===== src/rtl/logic_sweep_pkg.sv =====
// Shared constants for the logic sweep controller: FSM encoding, vector count, default settle time.
package logic_sweep_pkg;

    localparam int NUM_VECTORS           = 8;
    localparam int IDX_W                 = 3;
    localparam int CNT_W                 = 4;
    localparam int SETTLE_CYCLES_DEFAULT = 2;

    typedef enum logic [1:0] {
        ST_IDLE   = 2'd0,
        ST_SETTLE = 2'd1,
        ST_SAMPLE = 2'd2,
        ST_DONE   = 2'd3
    } sweep_state_t;

endpackage


===== src/rtl/logic_sweep_ctrl_if.sv =====
// Request/result bundle between a sweep requester (master) and the sweep controller (slave).
interface logic_sweep_ctrl_if;

    logic       start;
    logic [7:0] expected;
    logic       busy;
    logic       done;
    logic       pass;
    logic [7:0] table_out;
    logic [3:0] mismatch_cnt;
    logic [2:0] first_fail_idx;

    modport master (
        output start, expected,
        input  busy, done, pass, table_out, mismatch_cnt, first_fail_idx
    );

    modport slave (
        input  start, expected,
        output busy, done, pass, table_out, mismatch_cnt, first_fail_idx
    );

endinterface


===== src/rtl/logic_sweep_ctrl_settle_timer.sv =====
// Purpose: counts settle cycles for one input vector; load clears, count advances.
// Latency: expire is combinational from the count, high in the CYCLES-th counting cycle.
// Backpressure: none; the controller decides when to count.
module settle_timer
    import logic_sweep_pkg::*;
#(
    parameter int unsigned CYCLES = SETTLE_CYCLES_DEFAULT
) (
    input  logic clk,
    input  logic rst_n,
    input  logic load,
    input  logic count,
    output logic expire
);

    logic [CNT_W-1:0] cnt_q;

    always_ff @(posedge clk or negedge rst_n) begin
        if (!rst_n) begin
            cnt_q <= '0;
        end else if (load) begin
            cnt_q <= '0;
        end else if (count) begin
            cnt_q <= cnt_q + CNT_W'(1);
        end
    end

    assign expire = (cnt_q == CNT_W'(CYCLES - 1));

endmodule


===== src/rtl/logic_sweep_ctrl.sv =====
// Purpose: drives all 8 input vectors into a 3-input logic block, captures d, compares to a golden table.
// Latency: vector i captured (i+1)*(SETTLE_CYCLES+1) edges after start; done pulses one cycle later.
// Backpressure: start is only accepted in IDLE; requests while busy are dropped, not queued.
module logic_sweep_ctrl
    import logic_sweep_pkg::*;
#(
    parameter int unsigned SETTLE_CYCLES = SETTLE_CYCLES_DEFAULT
) (
    input  logic               clk,
    input  logic               rst_n,
    logic_sweep_ctrl_if.slave  ctrl,
    output logic               a,
    output logic               b,
    output logic               c,
    input  logic               d
);

    sweep_state_t     state_q, state_d;
    logic [IDX_W-1:0] idx_q;
    logic [7:0]       exp_q;
    logic [7:0]       table_q;
    logic [3:0]       mm_q;
    logic [3:0]       mm_nxt;
    logic [2:0]       ffi_q;
    logic             pass_q;

    logic accept;
    logic sample;
    logic last_vec;
    logic miss;
    logic tmr_load;
    logic tmr_count;
    logic tmr_expire;

    settle_timer #(.CYCLES(SETTLE_CYCLES)) u_settle (
        .clk    (clk),
        .rst_n  (rst_n),
        .load   (tmr_load),
        .count  (tmr_count),
        .expire (tmr_expire)
    );

    assign last_vec = (idx_q == IDX_W'(NUM_VECTORS - 1));
    assign miss     = d ^ exp_q[idx_q];
    assign mm_nxt   = mm_q + {3'b000, miss};

    always_ff @(posedge clk or negedge rst_n) begin
        if (!rst_n) begin
            state_q <= ST_IDLE;
        end else begin
            state_q <= state_d;
        end
    end

    always_comb begin
        state_d   = state_q;
        accept    = 1'b0;
        sample    = 1'b0;
        tmr_load  = 1'b0;
        tmr_count = 1'b0;
        case (state_q)
            ST_IDLE: begin
                if (ctrl.start) begin
                    accept   = 1'b1;
                    tmr_load = 1'b1;
                    state_d  = ST_SETTLE;
                end
            end
            ST_SETTLE: begin
                tmr_count = 1'b1;
                if (tmr_expire) begin
                    state_d = ST_SAMPLE;
                end
            end
            ST_SAMPLE: begin
                sample = 1'b1;
                if (last_vec) begin
                    state_d = ST_DONE;
                end else begin
                    tmr_load = 1'b1;
                    state_d  = ST_SETTLE;
                end
            end
            ST_DONE: begin
                state_d = ST_IDLE;
            end
            default: begin
                state_d = ST_IDLE;
            end
        endcase
    end

    // Results hold through IDLE so software can read them long after done.
    always_ff @(posedge clk or negedge rst_n) begin
        if (!rst_n) begin
            idx_q   <= '0;
            exp_q   <= '0;
            table_q <= '0;
            mm_q    <= '0;
            ffi_q   <= '0;
            pass_q  <= 1'b0;
        end else if (accept) begin
            idx_q   <= '0;
            exp_q   <= ctrl.expected;
            table_q <= '0;
            mm_q    <= '0;
            ffi_q   <= '0;
            pass_q  <= 1'b0;
        end else if (sample) begin
            table_q[idx_q] <= d;
            mm_q           <= mm_nxt;
            if (miss && (mm_q == 4'd0)) begin
                ffi_q <= idx_q;
            end
            if (last_vec) begin
                // Zero mismatches over all eight vectors is exactly table == expected.
                pass_q <= (mm_nxt == 4'd0);
            end else begin
                idx_q <= idx_q + IDX_W'(1);
            end
        end
    end

    assign {a, b, c}           = idx_q;
    assign ctrl.busy           = (state_q == ST_SETTLE) || (state_q == ST_SAMPLE);
    assign ctrl.done           = (state_q == ST_DONE);
    assign ctrl.pass           = pass_q;
    assign ctrl.table_out      = table_q;
    assign ctrl.mismatch_cnt   = mm_q;
    assign ctrl.first_fail_idx = ffi_q;

endmodule


===== src/flat_wrapper.sv =====
// flat-port wrapper written by rule: the top's interface ports become plain ports
module logic_sweep_ctrl_flat import logic_sweep_pkg::*;
#(
    parameter int unsigned SETTLE_CYCLES = SETTLE_CYCLES_DEFAULT
)
  (clk, rst_n, a, b, c, d, ctrl_start, ctrl_expected, ctrl_busy, ctrl_done, ctrl_pass, ctrl_table_out, ctrl_mismatch_cnt, ctrl_first_fail_idx);
  logic_sweep_ctrl_if ctrl_i ();
  input  logic clk;
  input  logic rst_n;
  output logic a;
  output logic b;
  output logic c;
  input  logic d;
  input wire logic [$bits(ctrl_i.start)-1:0] ctrl_start;
  input wire logic [$bits(ctrl_i.expected)-1:0] ctrl_expected;
  output wire logic [$bits(ctrl_i.busy)-1:0] ctrl_busy;
  output wire logic [$bits(ctrl_i.done)-1:0] ctrl_done;
  output wire logic [$bits(ctrl_i.pass)-1:0] ctrl_pass;
  output wire logic [$bits(ctrl_i.table_out)-1:0] ctrl_table_out;
  output wire logic [$bits(ctrl_i.mismatch_cnt)-1:0] ctrl_mismatch_cnt;
  output wire logic [$bits(ctrl_i.first_fail_idx)-1:0] ctrl_first_fail_idx;
  assign ctrl_i.start = ctrl_start;
  assign ctrl_i.expected = ctrl_expected;
  assign ctrl_busy = ctrl_i.busy;
  assign ctrl_done = ctrl_i.done;
  assign ctrl_pass = ctrl_i.pass;
  assign ctrl_table_out = ctrl_i.table_out;
  assign ctrl_mismatch_cnt = ctrl_i.mismatch_cnt;
  assign ctrl_first_fail_idx = ctrl_i.first_fail_idx;
  logic_sweep_ctrl #(.SETTLE_CYCLES(SETTLE_CYCLES)) u_core (.clk(clk), .rst_n(rst_n), .ctrl(ctrl_i), .a(a), .b(b), .c(c), .d(d));
endmodule

===== config.mk =====
export PLATFORM = sky130hd
export DESIGN_NAME = logic_sweep_ctrl_flat
export DESIGN_NICKNAME = d
export VERILOG_FILES = /design/src/rtl/logic_sweep_pkg.sv /design/src/rtl/logic_sweep_ctrl_if.sv /design/src/rtl/logic_sweep_ctrl_settle_timer.sv /design/src/rtl/logic_sweep_ctrl.sv /design/src/flat_wrapper.sv
export SDC_FILE = /design/constraint.sdc
export NUM_CORES = 1
export LEC_CHECK = 0
export ABC_AREA = 1
export CAP_MARGIN = 20
export CORE_MARGIN = 5
export CORE_UTILIZATION = 35
export DETAILED_ROUTE_END_ITERATION = 8
export REMOVE_ABC_BUFFERS = 1
export SYNTH_ARGS = -nofsm -noshare
export SYNTH_HDL_FRONTEND = slang
export SYNTH_SLANG_ARGS = --single-unit

===== constraint.sdc =====
create_clock -name clk -period 5.7 [get_ports clk]
set_input_delay 1.14 -clock clk [delete_from_list [all_inputs] [get_ports clk]]
set_output_delay 1.14 -clock clk [all_outputs]
set_load 0.005 [all_outputs]

==> flow_summary_export.csv <==
group,metric,value,unit
status,outcome,"complete, no violations",
yosys,yosysWarnings,0,
power,p_int,0.6237,mW
die,initial_utilization,36.08,%
routing,drtIter0Drc,104,
routing,detail_route.first_pass.iterations,4,
timing,finalSetupViolations,0,
finish,drive_above_1_share,8.088,%
timing,finalHoldViolCount,0,
timing,skew,5.296,ps
timing,maxSlewHeadroom,68.94,%
finish,fillers,547,
global_route,grt_pass1_vias,1617,
clocking,clockBufferDepth,2,
critical_path,cp-end-kind,"output port",
timing,drv_slew,0,
timing,min_period,2710,ps
global_route,grt_usage,14.30,%
power,pwr-share-seq,37.2,%
placed_design,place_congestion,0.8515,
placed_design,dp_hpwl,3040,µm
timing,worst_slew_pin_slew,465.9,ps
critical_path,arrival,1570,ps
routing,antenna_left,0,
power,pwr_density_cell,452.6,mW/mm²
yosys,yosysTopAreaCell,"dfrtp_1",
routing,routed_via_density,4.623,
critical_path,path_class,"flop to output port",
die,dieArea,0.006853,mm²
die,dieWidth,82.79,µm
routing,wl_per_cell,12.23,µm
yosys,netlist_area,0.001854,mm²
yosys,seq_area_frac_synth,44.53,%
critical_path,start_kind,"flop",
min_path,hp-class,"flop to flop",
finish,nets,294,
finish,mostFrequentLayoutCells,"78 x nand2_1, 33 x dfrtp_1, 32 x clkdlybuf4s50_1, 29 x inv_1, 16 x nand3_1",
die,num_rows,26,
critical_path,required,4560,ps
timing,rsz0062_at_grt,"false",
clocking,clk_pin_slew,70,ps
power,clockPowerShare,18.8,%
power,power_switching,0.4301,mW
clocking,postCtsSetupBuffers,0,
placed_design,port_buffers,32,
yosys,synth_seq_cells,33,
power,swShare,40.81,%
timing,finalCritPeriodShare,47.54,%
yosys,syn-instance-count,237,
timing,fmax,0.3690,GHz
power,total_power,1.054,mW
die,core_area,0.005140,mm²
routing,wirelength,4182,µm
global_route,grt_max_degree,34,
finish,layout_commonest_cell,"nand2_1",
finish,area_growth,25.57,%
power,p_leak,1.224,nW
clocking,htree_num_levels,2,
routing,num_vias,1581,
die,die_y,82.79,µm
power,power_frac_comb,44.0,%
yosys,synth.area.top_cells,"dfrtp_1 45%, nand2_1 16%, ha_1 7.4%, inv_1 5.9%, nand3_1 4.3%",
power,ir_worst_vdd,0.1518,mV
yosys,yosysUniqueCellTypes,31,
die,top_level_ports,33,
yosys,avgSynthCellArea,7.824,µm²
clocking,clock-root-buffer,"clkbuf_8",
clocking,ctsResizeCount,0,
clocking,cts_made_buffers,5,
clocking,clk_latency,280,ps
timing,final.setup.tns,0,ps
finish,antennaDiodeCount,0,
global_route,grt_pass1_wl,7465,µm
global_route,grt-ovfl-total,0,
clocking,cts_hold_buf,0,
yosys,synth_top_area_share,44.53,%
clocking,cts_tree,"done",
global_route,antenna_found_initial,0,
critical_path,cp_max_fo,5,
flow_run,cap_violations,0,
routing,drc_errors,0,
clocking,clkSinkCount,33,
[registers in the layout, indices dropped and copies added (netlist names)]
register and cells:
u_core.ctrl.mismatch_cnt 4, u_core.ctrl.pass 1, u_core.state_q 2, u_core.ctrl.table_out 8
u_core.u_settle.cnt_q 4, u_core.idx_q 3, u_core.ctrl.first_fail_idx 3, u_core.exp_q 8
[cell usage after synthesis]
| cell | instances |
|---|---|
| nand2_1 | 78 |
| dfrtp_1 | 33 |
| inv_1 | 29 |
| nand3_1 | 16 |
| o21ai_0 | 15 |
| nor2_1 | 12 |
| ha_1 | 11 |
| inv_2 | 3 |
| nand3_2 | 3 |
| nand4_1 | 3 |
| nor2_2 | 3 |
| nor3_1 | 3 |
| o21ai_1 | 3 |
| a21oi_1 | 2 |
| buf_6 | 2 |
| clkbuf_1 | 2 |
| nand2_2 | 2 |
| o21bai_1 | 2 |
| o22ai_1 | 2 |
| o311ai_0 | 2 |
| a211oi_1 | 1 |
| a21oi_2 | 1 |
| a31oi_1 | 1 |
| a32oi_1 | 1 |
| buf_2 | 1 |
| buf_4 | 1 |
| inv_4 | 1 |
| nor3b_1 | 1 |
| o31ai_1 | 1 |
| xnor2_1 | 1 |
| xor2_1 | 1 |
[power by group through the flow]
stage	Clock (mW)	Sequential (mW)	Combinational (mW)
CTS	0.204	0.392	0.473
floorplan	0	0.377	0.298
finish	0.198	0.392	0.463
global placement	0	0.392	0.460
detailed placement	0	0.395	0.469
global route	0.214	0.405	0.542
[cells by family after synthesis]
logic type,count (synthesis),share of synthesized area [%]
buffers and inverters,39,9.109
AOI/OAI and AO/OA,31,9.919
adders and majority gates,11,7.422
and+or+nand+nor,121,28.07
xor gates and xnor gates,2,0.9448
DFF,33,44.53
[worst paths after layout]
path / from / endpoint / slack (ps) / cells after the start
setup / recovery: u_core.state_q[1] / ctrl_busy / 2990 / 3
hold / removal: u_core.ctrl.first_fail_idx[0] / u_core.ctrl.first_fail_idx[0] / 520 / 2
setup reg to reg: u_core.idx_q[0] / u_core.ctrl.pass / 3420 / 15
hold reg to reg: u_core.ctrl.first_fail_idx[0] / u_core.ctrl.first_fail_idx[0] / 520 / 2
max in group asynchronous: rst_n / u_core.state_q[0] / 4140 / 2
min in group asynchronous: rst_n / u_core.ctrl.table_out[6] / 1250 / 2
[per-layer routing]
layer / track usage (%) / part of all wire (%) / vias up
li1: - / - / 823
met1: 18.24 / 47 / 724
met2: 23.56 / 48 / 30
met3: 3.672 / 3.6 / 4
met4: 4.739 / 1.1 / 0
met5: 0 / 0 / -
[per-stage QoR]
step	hold slack [ps]	std cells	util, %	cell area (µm²)	setup slack [ps]
2_1_floorplan	449.2	231	-	1812	3426
3_3_place_gp	473.1	334	43.33	2227	2822
3_5_place_dp	474.7	334	43.33	2227	2819
4_1_cts	519.7	342	45.30	2328	2983
5_1_grt	560.9	342	45.30	2328	2900
6_report	517.1	342	45.30	2328	2990
[final cells by class]
type	count	area [µm²]	share of cell area (%)
clock buffer	7	96.34	4.138
sequential	33	825.8	35.46
tap	70	87.58	3.761
timing repair buffer	33	327.8	14.08
multi-input combinational	165	859.6	36.92
clock inverter	1	5.005	0.2149
inverter	33	126.4	5.427
[worst max-delay path: stages, from the launching register on]
cell             delay (ps)
dfrtp_1                 420
inv_1                   100
ha_1                    280
clkdlybuf4s50_1         490
(Power assumes the default switching activity.)
==> patch: new RTL, same flow settings <==
Re-encode `sweep_state_t` (4 states) as one-hot, 4 bits wide.
--- a/src/rtl/logic_sweep_pkg.sv
+++ b/src/rtl/logic_sweep_pkg.sv
@@ -6,11 +6,11 @@
     localparam int CNT_W                 = 4;
     localparam int SETTLE_CYCLES_DEFAULT = 2;
 
-    typedef enum logic [1:0] {
-        ST_IDLE   = 2'd0,
-        ST_SETTLE = 2'd1,
-        ST_SAMPLE = 2'd2,
-        ST_DONE   = 2'd3
+    typedef enum logic [3:0] {
+        ST_IDLE   = 4'b0001,
+        ST_SETTLE = 4'b0010,
+        ST_SAMPLE = 4'b0100,
+        ST_DONE   = 4'b1000
     } sweep_state_t;
 
 endpackage
Check against the original RTL: no difference found for any inputs over 10 cycles, from zero or initial values and one cycle with rst_n low; not proved beyond that.
==> patch against the original RTL <==
Power is 13% lower; routed wire length is 5.7% lower; sequential cell count is 2 higher; first-iteration DRC count is 15% lower; clock skew hardly changed; register-to-register slack worse by 0.37 ns; final area is 2.2% lower; worst setup slack worse by 0.46 ns; area after synthesis is 2.3% lower; sequential power is 4% lower; cell count is 4.1% lower; critical path type unchanged.
==> patch: results (changes against the original RTL) <==
status=complete, no violations; met1 WL=1.80 mm (-8.7%); highest routed layer=met4; area of placed instances=2200 µm² (-1.3%); # diodes=0 (unchanged); total CTS buffers=5 (unchanged); syn avg cell area=8.16 µm² (+4.3%); vias=1523 (-3.7%); wire length on met2=1.85 mm (-8.4%); CTS clk-pin slew, worst paths=0.06 ns; nets@finish=275 (-6.5%); delay-heaviest family, CP=buffers and inverters; Worst Clk Skew=0.00494 ns (-0.000353 ns); Post-CTS Resized=0 (unchanged); grt met3 use=4.39% (+0.71 points); clock buffer depth=2 (unchanged); DP Cell Count=320 (-4.2%); share of cells above drive strength 1=8.91% (+0.83 points); Starting DRT DRC Count=88 (-15%); Worst path max stage delay=0.51 ns (+0.02 ns); Setup Crit Path Kind=flip-flop to primary output; Worst Reg-to-Reg Cells=15 (unchanged); number of non-filler instances in the completed layout=328 (-4.1%); H-tree Lvls=2 (unchanged); DR WL met3=254 µm (+68%); synth unique cells=27 (-13%); HPWL Detailed=2.84 mm (-6.5%); WL/cell=12.0 µm (-1.7%); synth top area cells=dfrtp_1, nand2_1, inv_1, nand3_1, ha_1; routing usage on met1=16.4% (-1.8 points); Synth Area in XOR/XNOR=1.45% (+0.51 points); pin count of the biggest net entering global routing=36 (+5.9%); Synth Area in Compound Gates=11.7% (+1.8 points); IR drop worst, VDD=0.177 mV (+16%); first-pass GRT wire length=6.89 mm (-7.8%); Seq/Total Area, Yosys=48.4% (+3.9 points); IO Port Bufs=32 (unchanged); worst hold stages=1 (-1); GR Layer Usage met2=22.1% (-1.4 points); setup bufs post-CTS=0 (unchanged); post-synth top area share=47.0% (+2.4 points); initial antenna violation count=0 (unchanged); Final Wtd Congestion=0.800 (-6.1%); Worst EP arrival=2.03 ns (+0.46 ns); Post-Synth Adder-Cell Area=4.14% (-3.3 points); master cell of the clock root buffer=clkbuf_8; worst-margin pin slew=0.565 ns (+0.0995 ns); fill count=523 (-4.4%); Synth top cells by count=nand2_1, dfrtp_1, inv_1; CP max FO=11 (+6); gr usage total=13.3% (-0.96 points); leakage=0.00110 µW (-10%)
-- patch: cell count changes in the layout (fill, tap and decap cells not counted), sizes merged, moves of 3 or more --
cell | unedited run | this run
nand2 | 80 | 61
a21oi | 3 | 10
ha | 11 | 6
nor3 | 3 | 8
a311oi | 0 | 3
nand3 | 19 | 16
-- patch: kinds of logic (layout without fill, tap and decap cells) --
| group | count (synthesis) | count (layout) |
|---|---|---|
| AO/OA/AOI/OAI | 37 | 37 |
| XOR/XNOR | 3 | 3 |
| adder cells (fa/ha/maj) | 6 | 6 |
| buffers and inverters | 36 | 72 |
| flip-flops | 35 | 35 |
| AND/OR/NAND/NOR | 105 | 105 |
-- patch: area by class of cell --
class / instances / share of cell area (%)
repair buffers: 33 / 14.4
inverters: 31 / 5.11
well taps: 70 / 3.85
flip-flops and latches: 35 / 38.5
multi-input cells: 151 / 34.6
clock buffers: 8 / 3.52
-- patch: final timing paths --
kind	slack (ns)	startpoint	end
max	2.53	u_core.state_q[1]	ctrl_busy
min	0.46	u_core.u_settle.cnt_q[3]	u_core.u_settle.cnt_q[3]
max reg2reg	3.05	u_core.idx_q[0]	u_core.ctrl.pass
min reg2reg	0.46	u_core.u_settle.cnt_q[3]	u_core.u_settle.cnt_q[3]
max in group asynchronous	4.09	rst_n	u_core.state_q[0]
min in group asynchronous	1.26	rst_n	u_core.exp_q[6]
-- patch: through the flow --
step,utilization [%],worst slack [ns],hold slack (ns),total power (µW)
floorplan,-,3.20,0.434,615
global placement,43.3,2.59,0.449,742
detailed placement,43.3,2.51,0.454,746
CTS,44.9,2.51,0.463,923
global route,44.9,2.40,0.496,1000
finish,44.9,2.53,0.457,912
-- patch: power by group --
part           internal [µW]  total [µW]  switching [µW]
combinational            142         365             223
sequential               313         377            63.7
clock                   86.8         171            83.7
total                    541         912             371
